`src/rtl/main_memory_bus_arbiter_pkg.sv`:
```
// Shared encodings and helpers for the main-memory bus arbiter slice.
// Message encodings mirror the cache hierarchy's shared parameter set.
package main_memory_bus_arbiter_pkg;

  localparam int DEF_STATUS_BITS    = 2;
  localparam int DEF_COHERENCE_BITS = 2;
  localparam int DEF_OFFSET_BITS    = 2;
  localparam int DEF_DATA_WIDTH     = 8;
  localparam int DEF_ADDRESS_WIDTH  = 12;
  localparam int DEF_MSG_BITS       = 3;
  localparam int DEF_NUM_CACHES     = 4;

  typedef logic [2:0] msg_t;

  // Request-side and response-side codes share the same 3-bit space.
  localparam msg_t NO_REQ    = 3'd0;
  localparam msg_t R_REQ     = 3'd1;
  localparam msg_t WB_REQ    = 3'd2;
  localparam msg_t FLUSH     = 3'd3;
  localparam msg_t INVLD     = 3'd4;
  localparam msg_t WS_BCAST  = 3'd5;
  localparam msg_t RFO_BCAST = 3'd6;
  localparam msg_t NO_FLUSH  = 3'd7;
  localparam msg_t MEM_READY = 3'd1;
  localparam msg_t M_RECV    = 3'd2;
  localparam msg_t REQ_FLUSH = 3'd3;

  function automatic int log2(input int value);
    int result;
    result = 1;
    for (int i = 1; i < 31; i++) begin
      if ((1 << i) < value) result = i + 1;
    end
    return result;
  endfunction

  function automatic logic isRequest(input msg_t msg);
    return (msg == R_REQ) || (msg == WB_REQ) || (msg == FLUSH) || (msg == INVLD);
  endfunction

  // Reads/writebacks finish on MEM_READY; flushes/invalidates finish on M_RECV.
  function automatic logic isComplete(input msg_t req, input msg_t resp);
    return (((req == R_REQ) || (req == WB_REQ)) && (resp == MEM_READY)) ||
           (((req == FLUSH) || (req == INVLD)) && (resp == M_RECV));
  endfunction

endpackage

```
`src/rtl/main_memory_bus_arbiter_if.sv`:
```
// Bundle of per-lane cache signals, the memory port and the grant status.
// The slave modport is the arbiter's view; master is the environment's view.
interface main_memory_bus_arbiter_if
  import main_memory_bus_arbiter_pkg::*;
#(
  parameter int STATUS_BITS    = DEF_STATUS_BITS,
  parameter int COHERENCE_BITS = DEF_COHERENCE_BITS,
  parameter int OFFSET_BITS    = DEF_OFFSET_BITS,
  parameter int DATA_WIDTH     = DEF_DATA_WIDTH,
  parameter int ADDRESS_WIDTH  = DEF_ADDRESS_WIDTH,
  parameter int MSG_BITS       = DEF_MSG_BITS,
  parameter int NUM_CACHES     = DEF_NUM_CACHES
);
  localparam int BUS_WIDTH = STATUS_BITS + COHERENCE_BITS + DATA_WIDTH * (1 << OFFSET_BITS);
  localparam int GW        = log2(NUM_CACHES);

  logic [NUM_CACHES*MSG_BITS-1:0]      cache_msg_in;
  logic [NUM_CACHES*ADDRESS_WIDTH-1:0] cache_address_in;
  logic [NUM_CACHES*BUS_WIDTH-1:0]     cache_data_in;
  logic [NUM_CACHES*MSG_BITS-1:0]      cache_msg_out;
  logic [NUM_CACHES*BUS_WIDTH-1:0]     cache_data_out;
  logic [NUM_CACHES*ADDRESS_WIDTH-1:0] cache_address_out;
  logic [MSG_BITS-1:0]                 mem_msg_out;
  logic [ADDRESS_WIDTH-1:0]            mem_address_out;
  logic [BUS_WIDTH-1:0]                mem_data_out;
  logic [MSG_BITS-1:0]                 mem_msg_in;
  logic [ADDRESS_WIDTH-1:0]            mem_address_in;
  logic [BUS_WIDTH-1:0]                mem_data_in;
  logic                                grant_valid;
  logic [GW-1:0]                       grant_id;

  modport master (
    output cache_msg_in, cache_address_in, cache_data_in,
    output mem_msg_in, mem_address_in, mem_data_in,
    input  cache_msg_out, cache_data_out, cache_address_out,
    input  mem_msg_out, mem_address_out, mem_data_out,
    input  grant_valid, grant_id
  );

  modport slave (
    input  cache_msg_in, cache_address_in, cache_data_in,
    input  mem_msg_in, mem_address_in, mem_data_in,
    output cache_msg_out, cache_data_out, cache_address_out,
    output mem_msg_out, mem_address_out, mem_data_out,
    output grant_valid, grant_id
  );

endinterface

```
`src/rtl/main_memory_bus_arbiter_rr_priority_select.sv`:
```
// Round-robin pick: first requesting lane at or after the pointer, wrapping.
// Purely combinational; the pointer itself is held by the caller.
module rr_priority_select
  import main_memory_bus_arbiter_pkg::*;
#(
  parameter  int NUM_CACHES = DEF_NUM_CACHES,
  localparam int GW         = log2(NUM_CACHES)
) (
  input  logic [NUM_CACHES-1:0] i_req,
  input  logic [GW-1:0]         i_ptr,
  output logic [GW-1:0]         o_grant,
  output logic                  o_valid
);

  logic [GW:0] w_idx;

  // Scan farthest-first so the lane closest to the pointer is the last write.
  always_comb begin
    o_grant = '0;
    o_valid = 1'b0;
    w_idx   = '0;
    for (int k = NUM_CACHES - 1; k >= 0; k--) begin
      w_idx = {1'b0, i_ptr} + (GW+1)'(k);
      if (w_idx >= (GW+1)'(NUM_CACHES)) w_idx = w_idx - (GW+1)'(NUM_CACHES);
      if (i_req[w_idx[GW-1:0]]) begin
        o_grant = w_idx[GW-1:0];
        o_valid = 1'b1;
      end
    end
  end

endmodule

```
`src/rtl/main_memory_bus_arbiter.sv`:
```
// Serialises per-cache memory lanes onto one main-memory port, round-robin,
// and routes memory responses back to the owning lane only.
module main_memory_bus_arbiter
  import main_memory_bus_arbiter_pkg::*;
#(
  parameter int STATUS_BITS    = DEF_STATUS_BITS,
  parameter int COHERENCE_BITS = DEF_COHERENCE_BITS,
  parameter int OFFSET_BITS    = DEF_OFFSET_BITS,
  parameter int DATA_WIDTH     = DEF_DATA_WIDTH,
  parameter int ADDRESS_WIDTH  = DEF_ADDRESS_WIDTH,
  parameter int MSG_BITS       = DEF_MSG_BITS,
  parameter int NUM_CACHES     = DEF_NUM_CACHES
) (
  input  logic                          clock,
  input  logic                          reset,
  main_memory_bus_arbiter_if.slave      bus
);

  localparam int BUS_WIDTH = STATUS_BITS + COHERENCE_BITS + DATA_WIDTH * (1 << OFFSET_BITS);
  localparam int GW        = log2(NUM_CACHES);

  typedef enum logic [1:0] {ST_IDLE, ST_SERVE, ST_RELEASE} state_t;

  state_t                   r_state;
  state_t                   w_nextState;
  logic [GW-1:0]            r_grantId;
  logic [GW-1:0]            w_nextGrantId;
  logic                     r_grantValid;
  logic                     w_nextGrantValid;
  logic [GW-1:0]            r_rrPtr;
  logic [GW-1:0]            w_nextRrPtr;
  logic [GW-1:0]            w_ptrAfterOwner;
  logic [GW-1:0]            w_selId;
  logic                     w_selValid;
  logic [NUM_CACHES-1:0]    w_reqVec;
  logic [MSG_BITS-1:0]      w_ownMsg;
  logic [ADDRESS_WIDTH-1:0] w_ownAddress;
  logic [BUS_WIDTH-1:0]     w_ownData;

  always_comb begin
    w_reqVec = '0;
    for (int i = 0; i < NUM_CACHES; i++) begin
      w_reqVec[i] = isRequest(bus.cache_msg_in[i*MSG_BITS +: MSG_BITS]);
    end
  end

  assign w_ownMsg        = bus.cache_msg_in[r_grantId*MSG_BITS +: MSG_BITS];
  assign w_ownAddress    = bus.cache_address_in[r_grantId*ADDRESS_WIDTH +: ADDRESS_WIDTH];
  assign w_ownData       = bus.cache_data_in[r_grantId*BUS_WIDTH +: BUS_WIDTH];
  assign w_ptrAfterOwner = (r_grantId == GW'(NUM_CACHES - 1)) ? '0 : r_grantId + 1'b1;

  rr_priority_select #(.NUM_CACHES(NUM_CACHES)) u_rrSelect (
    .i_req   (w_reqVec),
    .i_ptr   (r_rrPtr),
    .o_grant (w_selId),
    .o_valid (w_selValid)
  );

  always_ff @(posedge clock) begin
    if (!reset) begin
      r_state      <= ST_IDLE;
      r_grantId    <= '0;
      r_grantValid <= 1'b0;
      r_rrPtr      <= '0;
    end else begin
      r_state      <= w_nextState;
      r_grantId    <= w_nextGrantId;
      r_grantValid <= w_nextGrantValid;
      r_rrPtr      <= w_nextRrPtr;
    end
  end

  // A drop of the owner's request outranks a completion seen in the same cycle.
  always_comb begin
    w_nextState      = r_state;
    w_nextGrantId    = r_grantId;
    w_nextGrantValid = r_grantValid;
    w_nextRrPtr      = r_rrPtr;
    case (r_state)
      ST_IDLE: begin
        if (w_selValid) begin
          w_nextState      = ST_SERVE;
          w_nextGrantId    = w_selId;
          w_nextGrantValid = 1'b1;
        end
      end
      ST_SERVE: begin
        if (!isRequest(w_ownMsg)) begin
          w_nextState      = ST_IDLE;
          w_nextGrantValid = 1'b0;
          w_nextRrPtr      = w_ptrAfterOwner;
        end else if (isComplete(w_ownMsg, bus.mem_msg_in)) begin
          w_nextState = ST_RELEASE;
        end
      end
      ST_RELEASE: begin
        if (w_ownMsg == NO_REQ) begin
          w_nextState      = ST_IDLE;
          w_nextGrantValid = 1'b0;
          w_nextRrPtr      = w_ptrAfterOwner;
        end
      end
      default: begin
        w_nextState      = ST_IDLE;
        w_nextGrantValid = 1'b0;
      end
    endcase
  end

  // Outputs are gated by reset so memory sees NO_REQ while reset is held.
  always_comb begin
    bus.mem_msg_out       = NO_REQ;
    bus.mem_address_out   = '0;
    bus.mem_data_out      = '0;
    bus.cache_msg_out     = {NUM_CACHES{NO_REQ}};
    bus.cache_address_out = '0;
    bus.cache_data_out    = '0;
    if (reset && (r_state == ST_SERVE) && isRequest(w_ownMsg)) begin
      bus.mem_msg_out     = w_ownMsg;
      bus.mem_address_out = w_ownAddress;
      bus.mem_data_out    = w_ownData;
    end
    if (reset && (r_state != ST_IDLE)) begin
      bus.cache_msg_out[r_grantId*MSG_BITS +: MSG_BITS]               = bus.mem_msg_in;
      bus.cache_address_out[r_grantId*ADDRESS_WIDTH +: ADDRESS_WIDTH] = bus.mem_address_in;
      bus.cache_data_out[r_grantId*BUS_WIDTH +: BUS_WIDTH]            = bus.mem_data_in;
    end
  end

  assign bus.grant_valid = r_grantValid;
  assign bus.grant_id    = r_grantId;

endmodule

```
`src/flat_wrapper.sv`:
```
// flat-port wrapper written by rule: the top's interface ports become plain ports
module main_memory_bus_arbiter_flat import main_memory_bus_arbiter_pkg::*;
#(
  parameter int STATUS_BITS    = DEF_STATUS_BITS,
  parameter int COHERENCE_BITS = DEF_COHERENCE_BITS,
  parameter int OFFSET_BITS    = DEF_OFFSET_BITS,
  parameter int DATA_WIDTH     = DEF_DATA_WIDTH,
  parameter int ADDRESS_WIDTH  = DEF_ADDRESS_WIDTH,
  parameter int MSG_BITS       = DEF_MSG_BITS,
  parameter int NUM_CACHES     = DEF_NUM_CACHES
)
  (clock, reset, bus_cache_msg_in, bus_cache_address_in, bus_cache_data_in, bus_mem_msg_in, bus_mem_address_in, bus_mem_data_in, bus_cache_msg_out, bus_cache_data_out, bus_cache_address_out, bus_mem_msg_out, bus_mem_address_out, bus_mem_data_out, bus_grant_valid, bus_grant_id);
  main_memory_bus_arbiter_if #(.STATUS_BITS(STATUS_BITS), .COHERENCE_BITS(COHERENCE_BITS), .OFFSET_BITS(OFFSET_BITS), .DATA_WIDTH(DATA_WIDTH), .ADDRESS_WIDTH(ADDRESS_WIDTH), .MSG_BITS(MSG_BITS), .NUM_CACHES(NUM_CACHES)) bus_i ();
  input  logic clock;
  input  logic reset;
  input wire logic [$bits(bus_i.cache_msg_in)-1:0] bus_cache_msg_in;
  input wire logic [$bits(bus_i.cache_address_in)-1:0] bus_cache_address_in;
  input wire logic [$bits(bus_i.cache_data_in)-1:0] bus_cache_data_in;
  input wire logic [$bits(bus_i.mem_msg_in)-1:0] bus_mem_msg_in;
  input wire logic [$bits(bus_i.mem_address_in)-1:0] bus_mem_address_in;
  input wire logic [$bits(bus_i.mem_data_in)-1:0] bus_mem_data_in;
  output wire logic [$bits(bus_i.cache_msg_out)-1:0] bus_cache_msg_out;
  output wire logic [$bits(bus_i.cache_data_out)-1:0] bus_cache_data_out;
  output wire logic [$bits(bus_i.cache_address_out)-1:0] bus_cache_address_out;
  output wire logic [$bits(bus_i.mem_msg_out)-1:0] bus_mem_msg_out;
  output wire logic [$bits(bus_i.mem_address_out)-1:0] bus_mem_address_out;
  output wire logic [$bits(bus_i.mem_data_out)-1:0] bus_mem_data_out;
  output wire logic [$bits(bus_i.grant_valid)-1:0] bus_grant_valid;
  output wire logic [$bits(bus_i.grant_id)-1:0] bus_grant_id;
  assign bus_i.cache_msg_in = bus_cache_msg_in;
  assign bus_i.cache_address_in = bus_cache_address_in;
  assign bus_i.cache_data_in = bus_cache_data_in;
  assign bus_i.mem_msg_in = bus_mem_msg_in;
  assign bus_i.mem_address_in = bus_mem_address_in;
  assign bus_i.mem_data_in = bus_mem_data_in;
  assign bus_cache_msg_out = bus_i.cache_msg_out;
  assign bus_cache_data_out = bus_i.cache_data_out;
  assign bus_cache_address_out = bus_i.cache_address_out;
  assign bus_mem_msg_out = bus_i.mem_msg_out;
  assign bus_mem_address_out = bus_i.mem_address_out;
  assign bus_mem_data_out = bus_i.mem_data_out;
  assign bus_grant_valid = bus_i.grant_valid;
  assign bus_grant_id = bus_i.grant_id;
  main_memory_bus_arbiter #(.STATUS_BITS(STATUS_BITS), .COHERENCE_BITS(COHERENCE_BITS), .OFFSET_BITS(OFFSET_BITS), .DATA_WIDTH(DATA_WIDTH), .ADDRESS_WIDTH(ADDRESS_WIDTH), .MSG_BITS(MSG_BITS), .NUM_CACHES(NUM_CACHES)) u_core (.clock(clock), .reset(reset), .bus(bus_i));
endmodule
```
`config.mk`:
```
export PLATFORM = sky130hd
export DESIGN_NAME = main_memory_bus_arbiter_flat
export DESIGN_NICKNAME = d
export VERILOG_FILES = /design/src/rtl/main_memory_bus_arbiter_pkg.sv /design/src/rtl/main_memory_bus_arbiter_if.sv /design/src/rtl/main_memory_bus_arbiter_rr_priority_select.sv /design/src/rtl/main_memory_bus_arbiter.sv /design/src/flat_wrapper.sv
export SDC_FILE = /design/constraint.sdc
export NUM_CORES = 1
export LEC_CHECK = 0
export ABC_AREA = 1
export CORE_AREA = 2 2 200 202
export DETAILED_ROUTE_END_ITERATION = 10
export DIE_AREA = 0 0 202 204
export GPL_ROUTABILITY_DRIVEN = 0
export MAX_ROUTING_LAYER = met4
export SLEW_MARGIN = 25
export SYNTH_ARGS = -nofsm -noshare
export SYNTH_HDL_FRONTEND = slang
export SYNTH_HIERARCHICAL = 1
export SYNTH_SLANG_ARGS = --single-unit
```
`constraint.sdc`:
```
create_clock -name clock -period 3.6 [get_ports clock]
set_input_delay 0.36 -clock clock [delete_from_list [all_inputs] [get_ports clock]]
set_output_delay 0.36 -clock clock [all_outputs]
set_load 0.005 [all_outputs]
```
==> results.sh <==
export IMPL_status="complete, no violations"
export IMPL_die_area_um2=41200
export IMPL_routed_wirelength_mm=46.2
export IMPL_nets=2090
export IMPL_end_kind="primary output"
export IMPL_dpl_hpwl_mm=39.0
export IMPL_maxCapViolCount=0
export IMPL_overflow=0
export IMPL_grt_pass1_vias=10800
export IMPL_synth_seq_cells=7
export IMPL_vias_per_cell=4.83
export IMPL_p_leak_nw=4.44
export IMPL_slowest_delay_ps=530
export IMPL_rows=73
export IMPL_worstReg2RegEnd="u_core/r_state[0]"
export IMPL_peakVddDrop_uv=426
export IMPL_design_area_um2=12500
export IMPL_die_h_um=204
export IMPL_clk_path_buf_depth=2
export IMPL_cts_root_buf="clkbuf_16"
export IMPL_wl_met3_mm=3.15
export IMPL_clock_latency_ps=230
export IMPL_path_class="flop to primary output"
export IMPL_syn_nets=1650
export IMPL_grt_use_total=0.218
export IMPL_drt_pass1_iterations=9
export IMPL_synthArstFlopShare=0
export IMPL_r2r_setup_slack_ps=1660
export IMPL_synth_edf_count=0
export IMPL_final_period_utilization=0.975
export IMPL_syn_inst=1387
export IMPL_wire_per_inst_um=19.6
export IMPL_antenna_left=0
export IMPL_met2_length_mm=23.9
export IMPL_setup_violations=0
export IMPL_drive_gt1_frac=0.0876
export IMPL_synth_ff_type="dfxtp_1"
export IMPL_final_cell_mix="clkdlybuf4s50_1, nor2_1, nand2_1"
export IMPL_whs_endpoint="u_core/bus.grant_valid"
export IMPL_synth_seq_area_share=0.0205
export IMPL_final_hold_viol_count=0
export IMPL_hold_path_class="flop to flop"
export IMPL_reg2reg_from="u_core/bus.grant_id[0]"
export IMPL_crit_fanout=24
export IMPL_tightest_slew_ps=777
export IMPL_yosysUniqueCellTypes=44
export IMPL_grt_max_degree=98
export IMPL_pin_count=515
export IMPL_postSynthAreaPerCell_um2=4.92
export IMPL_cp_common_cell="nor2_1"
export IMPL_drt_iter0_markers=865
export IMPL_finalSetupTns_ps=0
export IMPL_final_common_cell="clkdlybuf4s50_1"
export IMPL_htree_num_levels=1
export IMPL_cts_tree="yes"
export IMPL_drc=0
export IMPL_vias=11400
export IMPL_coreArea_um2=39200
export IMPL_die_w_um=202
export IMPL_reg2reg_depth=10
export IMPL_worst_hold_slack_ps=507
export IMPL_rsz0062_at_grt="true"
export IMPL_dr_max_layer_used="met4"
export IMPL_crit_required_ps=3240
export IMPL_clk_pin_slew_ps=30
export IMPL_startpoint_type="flop"
export IMPL_arrival_ps=3150
export IMPL_dpl_cell_area_um2=12400
export IMPL_grt_pass1_wl_mm=66.8
export IMPL_place_port_buffers=514
export IMPL_synthTopCellsByArea="nor2_1, nand2_1, o21ai_0"
export IMPL_yosysTopAreaCellShare=0.215
export IMPL_yosys_warnings=6
export IMPL_hold_start="u_core/bus.grant_valid"
export IMPL_met1Wirelength_mm=16.9
export IMPL_critPathSlowestCell="clkdlybuf4s50_1"
export IMPL_clock_fmax_mhz=285
export IMPL_hold_path_depth=2
export IMPL_initial_core_util=0.174
export IMPL_antenna_found_initial=1
export IMPL_slew_headroom=0.482
export IMPL_synth_top_area_cell="nor2_1"
export IMPL_finClkSkew_ps=2.50
export IMPL_utilization=0.318
export IMPL_period_needed_ps=3510
export IMPL_area_growth_pct=82.9
export IMPL_clock_sinks=7
export IMPL_cp_cell_sequence="inv_4, ha_1, buf_4, buf_4, nor2_1, inv_1, nor2_1, inv_1, nor2_1, clkdlybuf4s50_1"
export IMPL_power_density_nw_per_um2=607
export IMPL_slew_violations=0
export IMPL_cts_buffers=3
export IMPL_power_mw=7.56
export IMPL_netlist_area_um2=6820
==> area by class of cell <==
type	count	area [µm²]
tap	525	657
fill	4374	26700
multi-input combinational	1187	5790
inverter	77	299
antenna	1	2.50
sequential	7	145
clock buffer	4	78.8
timing repair buffer	551	5500
==> synthesized netlist by cell type (7+ instances only) <==
library cell,count
o21ai_1,43
nor3_1,16
buf_2,43
clkbuf_1,32
nor2_1,390
a21oi_2,53
nand3_1,91
o21ai_0,163
o211ai_1,13
a21oi_1,40
mux2i_1,7
buf_6,14
buf_4,10
a31oi_1,14
inv_1,59
nand2_2,11
buf_1,17
a22oi_1,8
nor3_2,7
o22ai_1,9
inv_2,14
dfxtp_1,7
nand2_1,262
==> worst max path at each step <==
| stage | from | to | slack, ps | depth (start not counted) |
|---|---|---|---|---|
| floorplan | u_core/bus.grant_id[0] | bus_cache_address_out[3] | 600 | 12 |
| global placement | reset | bus_cache_data_out[108] | 130 | 10 |
| detailed placement | reset | bus_cache_data_out[130] | 120 | 10 |
| CTS | u_core/bus.grant_id[0] | bus_mem_address_out[11] | 30 | 12 |
| global route | reset | bus_cache_data_out[130] | -130 | 10 |
| finish | u_core/bus.grant_id[0] | bus_cache_data_out[130] | 90 | 10 |
==> per-layer routing <==
layer	GRT usage	up-vias
met5	-	-
met4	0.0953	0
met3	0.0242	96
met2	0.407	644
met1	0.231	5170
li1	-	5457
==> critical path, delay by kind of cell (launching register included) <==
kind	cells	cell delay (ps)
buf+inv	6	1530
simple gates	3	740
flops	1	370
fa+ha+maj	1	260
==> report_power, final <==
group	total, mW	internal (mW)	switching, mW
Combinational	7.22	2.32	4.90
Clock	0.191	0.147	0.0431
Sequential	0.154	0.109	0.0451
==> flip-flops by register name (all words and copies together) (netlist names) <==
signal and cells:
u_core/bus.grant_valid 1, u_core/bus.grant_id 2, u_core/r_state 2, u_core/r_rrPtr 2
==> through the flow <==
step,worst slack (ps),cells
2_1_floorplan,597,1387
3_3_place_gp,130,2347
3_5_place_dp,123,2347
4_1_cts,29.8,2351
5_1_grt,-134,2352
6_report,88.8,2352
==> repair_timing <==
action / in CTS / in global routing
gates resized for setup: 0 / 14
hold buffers: 0 / 0
buffers inserted: 0 / 0
endpoints found under the setup margin: 0 / 101
==> logic make-up after synthesis <==
kind of cell,after synthesis,share of synthesized area
xor gates and xnor gates,4,0.00514
DFF,7,0.0205
and+or+nand+nor,801,0.489
AOI/OAI and AO/OA,369,0.328
buffers and inverters,193,0.136
muxes,7,0.0103
adders and majority gates,6,0.0110
Note: power is estimated with default switching activity, not from simulation.
